--- src/rtl/uart_rx_deserializer_pkg.sv ---
// Shared definitions for the UART receive path: FSM state encoding and bit-timing helpers.
package uart_rx_deserializer_pkg;

  localparam int BYTE_W = 8;

  typedef enum logic [2:0] {
    IDLE  = 3'd0,
    START = 3'd1,
    DATA  = 3'd2,
    STOP  = 3'd3,
    BREAK = 3'd4
  } rx_state_t;

  // Integer clocks per bit; the fractional part is dropped.
  function automatic int calc_clks_per_bit(input int clk_hz, input int baud);
    return clk_hz / baud;
  endfunction

endpackage

--- src/rtl/uart_rx_deserializer_sync_2ff.sv ---
// Generic two-flop synchronizer for a single asynchronous input bit.
module sync_2ff #(
  parameter logic INIT = 1'b1
) (
  input  logic clk,
  input  logic rst_n,
  input  logic d,
  output logic q
);

  logic sync_p0;
  logic sync_p1;

  always_ff @(posedge clk) begin
    if (!rst_n) begin
      sync_p0 <= INIT;
      sync_p1 <= INIT;
    end else begin
      sync_p0 <= d;
      sync_p1 <= sync_p0;
    end
  end

  assign q = sync_p1;

endmodule

--- src/rtl/uart_rx_deserializer.sv ---
// 8N1 UART receiver: synchronizes RXD, centres on each bit, and emits one strobe per framed byte.
module uart_rx_deserializer
  import uart_rx_deserializer_pkg::*;
#(
  parameter int CLK_FREQ_HZ = 50_000_000,
  parameter int BAUD_RATE   = 115_200
) (
  input  logic              clk,
  input  logic              dev_rst,
  input  logic              uart_rxd,
  output logic              uart_rx_valid,
  output logic [BYTE_W-1:0] uart_rx_data,
  output logic              uart_rx_busy,
  output logic              uart_rx_frame_err
);

  localparam int CLKS_PER_BIT = calc_clks_per_bit(CLK_FREQ_HZ, BAUD_RATE);
  localparam int HALF         = CLKS_PER_BIT / 2;
  localparam int CNT_W        = $clog2(CLKS_PER_BIT);

  localparam logic [CNT_W-1:0] BIT_END  = CNT_W'(CLKS_PER_BIT - 1);
  localparam logic [CNT_W-1:0] HALF_END = CNT_W'(HALF - 1);
  localparam logic [CNT_W-1:0] CNT_ONE  = CNT_W'(1);

  if (CLKS_PER_BIT < 4) begin : g_rate_check
    $error("uart_rx_deserializer: CLKS_PER_BIT must be at least 4");
  end

  logic                rxd_s;
  rx_state_t           state, state_nxt;
  logic [CNT_W-1:0]    cnt, cnt_nxt;
  logic [2:0]          bit_idx, bit_idx_nxt;
  logic [BYTE_W-1:0]   shreg;
  logic                shift_en;
  logic                load;
  logic                ferr_nxt;

  sync_2ff #(.INIT(1'b1)) u_sync (
    .clk   (clk),
    .rst_n (dev_rst),
    .d     (uart_rxd),
    .q     (rxd_s)
  );

  always_ff @(posedge clk) begin
    if (!dev_rst) state <= IDLE;
    else          state <= state_nxt;
  end

  // Leaving IDLE early in START rejects glitches shorter than half a bit.
  always_comb begin
    state_nxt   = state;
    cnt_nxt     = cnt + CNT_ONE;
    bit_idx_nxt = bit_idx;
    shift_en    = 1'b0;
    load        = 1'b0;
    ferr_nxt    = 1'b0;
    case (state)
      IDLE: begin
        cnt_nxt = '0;
        if (!rxd_s) state_nxt = START;
      end
      START: begin
        if (cnt == HALF_END) begin
          cnt_nxt     = '0;
          bit_idx_nxt = '0;
          state_nxt   = rxd_s ? IDLE : DATA;
        end
      end
      DATA: begin
        if (cnt == BIT_END) begin
          cnt_nxt  = '0;
          shift_en = 1'b1;
          if (bit_idx == 3'd7) begin
            state_nxt = STOP;
          end else begin
            bit_idx_nxt = bit_idx + 3'd1;
          end
        end
      end
      STOP: begin
        if (cnt == BIT_END) begin
          cnt_nxt = '0;
          if (rxd_s) begin
            load      = 1'b1;
            state_nxt = IDLE;
          end else begin
            ferr_nxt  = 1'b1;
            state_nxt = BREAK;
          end
        end
      end
      BREAK: begin
        cnt_nxt = '0;
        if (rxd_s) state_nxt = IDLE;
      end
      default: begin
        cnt_nxt   = '0;
        state_nxt = IDLE;
      end
    endcase
  end

  always_ff @(posedge clk) begin
    if (!dev_rst) begin
      cnt               <= '0;
      bit_idx           <= '0;
      uart_rx_valid     <= 1'b0;
      uart_rx_frame_err <= 1'b0;
      uart_rx_data      <= '0;
    end else begin
      cnt               <= cnt_nxt;
      bit_idx           <= bit_idx_nxt;
      uart_rx_valid     <= load;
      uart_rx_frame_err <= ferr_nxt;
      if (load) uart_rx_data <= shreg;
    end
  end

  // LSB arrives first, so each new bit enters at the top and shifts down.
  always_ff @(posedge clk) begin
    if (shift_en) shreg <= {rxd_s, shreg[BYTE_W-1:1]};
  end

  assign uart_rx_busy = (state != IDLE);

endmodule

--- config.mk ---
export PLATFORM = sky130hd
export DESIGN_NAME = uart_rx_deserializer
export DESIGN_NICKNAME = d
export VERILOG_FILES = /design/src/rtl/uart_rx_deserializer_pkg.sv /design/src/rtl/uart_rx_deserializer_sync_2ff.sv /design/src/rtl/uart_rx_deserializer.sv
export SDC_FILE = /design/constraint.sdc
export NUM_CORES = 1
export LEC_CHECK = 0
export ABC_AREA = 1
export BUFFER_PORTS_ARGS = -buffer_cell sky130_fd_sc_hd__buf_4
export CAP_MARGIN = 20
export CORE_MARGIN = 2
export CORE_UTILIZATION = 52
export CTS_CLUSTER_SIZE = 25
export DETAILED_ROUTE_END_ITERATION = 6
export PLACE_DENSITY_LB_ADDON = 0.1
export SETUP_SLACK_MARGIN = 0.1
export SLEW_MARGIN = 20
export SYNTH_ARGS = -nofsm -noshare
export SYNTH_HDL_FRONTEND = slang
export SYNTH_SLANG_ARGS = --single-unit
--- constraint.sdc ---
create_clock -name clk -period 1.96 [get_ports clk]
set_clock_uncertainty 0.1 [all_clocks]
set_input_delay 0.392 -clock clk [delete_from_list [all_inputs] [get_ports clk]]
set_output_delay 0.392 -clock clk [all_outputs]
set_load 0.05 [all_outputs]
==> results by group <==
Outcome
  – Status: finished with violations
  – Failing checks: design-rule violations

Floorplanning
  – Initial Utilization: a little under three fifths
  – Die Area: between 0.003 and 0.004 sq mm
  – Core area: 0.00281 sq mm
  – # rows: 19
  – IO Count: 14
  – Die height: roughly 60 microns
  – Die W: around 59 microns

Routing
  – Met2 WL: between 1000 and 1500 microns
  – Vias per cell: roughly 5
  – Wire per inst: ~11 microns
  – Top layer used by detailed routing: met4
  – Antenna Violating Nets Remaining: 0
  – Total Wirelength: between 2000 and 3000 microns
  – DRT iter0 DRCs: 32
  – DR pass1 iterations: 6
  – DRC Markers: 1
  – Via Count: roughly 1100
  – Routed wl met3: around 110 microns
  – Met1 wire length: roughly 1300 microns

CTS
  – CTS resizes: 0
  – CTS tree: built
  – Worst-path clk slew: ~0.11 ns
  – H-tree Lvls: 2
  – Hold buffers post-CTS: 0
  – TritonCTS buffer count: 5
  – Setup Buffers After CTS: 0
  – Clock Tree Root: clkbuf_4
  – Worst-Skew Late Latency: ~0.34 ns
  – Clock tree buffer depth: 2
  – Clock sink count: 35

Power
  – Overall Power: around 2000 uW
  – Maximum VDD drop: between 500 and 600 uV
  – Sequential group share of total power: a little over two fifths
  – Gate power share: 37.5%
  – Pwr Density: roughly 1100 mW/mm^2
  – Switching part of the total power: between 40% and 50%
  – Switching pwr: between 700 and 800 uW
  – Cell leakage power: 0.000752 uW
  – P_int: around 1200 uW
  – Clock power share: around a fifth

Logic synthesis
  – Count of warnings emitted by yosys: 0
  – Distinct cell type count of the synthesized netlist: 25
  – Seq cells post-synth: 35
  – Mapped Area: around 0.0016 sq mm
  – Post-synthesis cell count: about 180
  – Sequential-to-total area share from yosys stat: between 50 and 60%
  – Syn Nets: 187
  – Mean area per synthesized cell: a little under 9 sq um

Placed design
  – PortBufs: 13
  – Placer Congestion: ~0.77
  – Hpwl dp: 1970 microns

Global routing
  – Pin count of the biggest net entering global routing: 16
  – Vias in the first global route: 1020
  – Total Routing Usage GR: 17.3%
  – First-pass GRT wire length: roughly 4400 microns
  – Antenna violations before repair: 0
  – Remaining Overflow, GRT: 0

Critical path
  – Slowest cell delay on critical path: between 0.5 and 0.6 ns
  – Worst-path cell with the longest stage delay: dfxtp_1
  – Top Family by Delay on Critical Path: flip-flops
  – Startpoint types: flip-flop
  – Crit path kind: flip-flop to output port
  – Setup crit end kind: output port
  – CP Max Fanout: 6
  – Buf/Inv on CP: 2
  – Worst-path cell chain: inv_2 > nand2_1 > buf_4
  – Crit path arrival time: between 1 and 1.5 ns
  – WP data required: ~1.5 ns

Final layout
  – Syn-to-layout area delta: 12.9%
  – Final net count: ~210
  – Share of cells above drive strength 1: about a quarter
  – Diodes inserted: 0

Timing
  – Tcrit/Tclk final: between 80% and 90%
  – Fin. max-slew vios: 0
  – Slew margin rel.: about two thirds
  – Crit path time final: between 1.5 and 2 ns
  – RSZ-0062 raised after global routing: false
  – Slew @ Worst Pin: between 0.4 and 0.5 ns
  – Final Setup Violations: 0
  – Fmax: slightly below 600 MHz
  – Setup TNS: 0 ns
  – Final Hold Viols: 0

Worst hold path
  – Hold Path Class: input pin to flip-flop

Job
  – MaxCap Viol Count: 0
-- cells in the mapped netlist, drive strengths merged --
cell type	number	area, sq um
a21oi	5	25.0
buf	1	5.00
dfxtp	27	541
edfxtp	8	240
ha	5	62.6
inv	22	87.6
nand2	37	194
nand3	7	40.0
nand4	1	6.26
nor2	44	204
nor3	8	66.3
o21ai	8	40.0
or2	2	12.5
xnor2	1	8.76
xor2	3	26.3
-- final cells by class --
type	count	area (sq um)
Clock buffer	5	37.5
Tap cell	31	38.8
Sequential cell	35	781
Multi-Input combinational cell	121	691
Timing Repair Buffer	14	105
Inverter	22	87.6
Fill cell	245	1040
Clock inverter	3	20.0
-- layer usage --
layer,up-vias,global-route usage [%]
met5,-,0
li1,604,-
met2,16,25.2
met3,6,6.59
met1,514,23.0
met4,0,7.14
-- worst paths after layout --
| kind | cells after the start | end | from | slack (ns) |
|---|---|---|---|---|
| max | 3 | uart_rx_busy | state[2] | 0.24 |
| min | 2 | u_sync.sync_p0 | uart_rxd | 0.13 |
| min reg2reg | 1 | u_sync.q | u_sync.sync_p0 | 0.33 |
| max reg2reg | 8 | uart_rx_data[0] | cnt[0] | 0.32 |
-- stage by stage --
stage	instance area, sq um	hold slack (ns)	setup slack [ns]	utilization (%)	cells
after floorplan	1560	0.293	0.277	-	179
final	1760	0.127	0.239	62.8	231
after global routing	1760	0.101	0.140	62.8	231
after global placement	1700	0.299	0.375	60.7	223
after CTS	1760	0.111	0.233	62.8	231
after detailed placement	1700	0.309	0.336	60.7	223
-- registers in the layout (all words and copies together) (netlist names) --
signal	count
bit_idx	3
cnt	9
shreg	8
state	3
u_sync.q	1
u_sync.sync_p0	1
uart_rx_data	8
uart_rx_frame_err	1
uart_rx_valid	1
-- power groups by stage --
stage / registers (uW) / clock network, uW / logic (uW)
after global routing: 860 / 425 / 830
final: 855 / 382 / 741
after global placement: 867 / 0 / 735
after detailed placement: 872 / 0 / 747
after floorplan: 858 / 0 / 636
after CTS: 855 / 403 / 748
-- kinds of logic after synthesis --
family | after synthesis | share of synthesized area, %
fa+ha+maj | 5 | 4.01
simple gates | 99 | 33.5
flops | 35 | 50.1
buf+inv | 23 | 5.94
xor+xnor | 4 | 2.25
compound gates | 13 | 4.17
-- layout by cell type (no fill, tap or decap), drive strengths merged --
master / synthesis / routed
edfxtp: 8 / 8
nand4: 1 / 1
clkbuf: 0 / 5
nor2: 44 / 44
nand3: 7 / 7
xnor2: 1 / 1
nor3: 8 / 8
ha: 5 / 5
o21ai: 8 / 8
xor2: 3 / 3
or2: 2 / 2
dfxtp: 27 / 27
nand2: 37 / 37
buf: 1 / 14
inv: 22 / 22
clkinv: 0 / 2
clkinvlp: 0 / 1
a21oi: 5 / 5
Note: power is estimated with default switching activity, not from simulation.
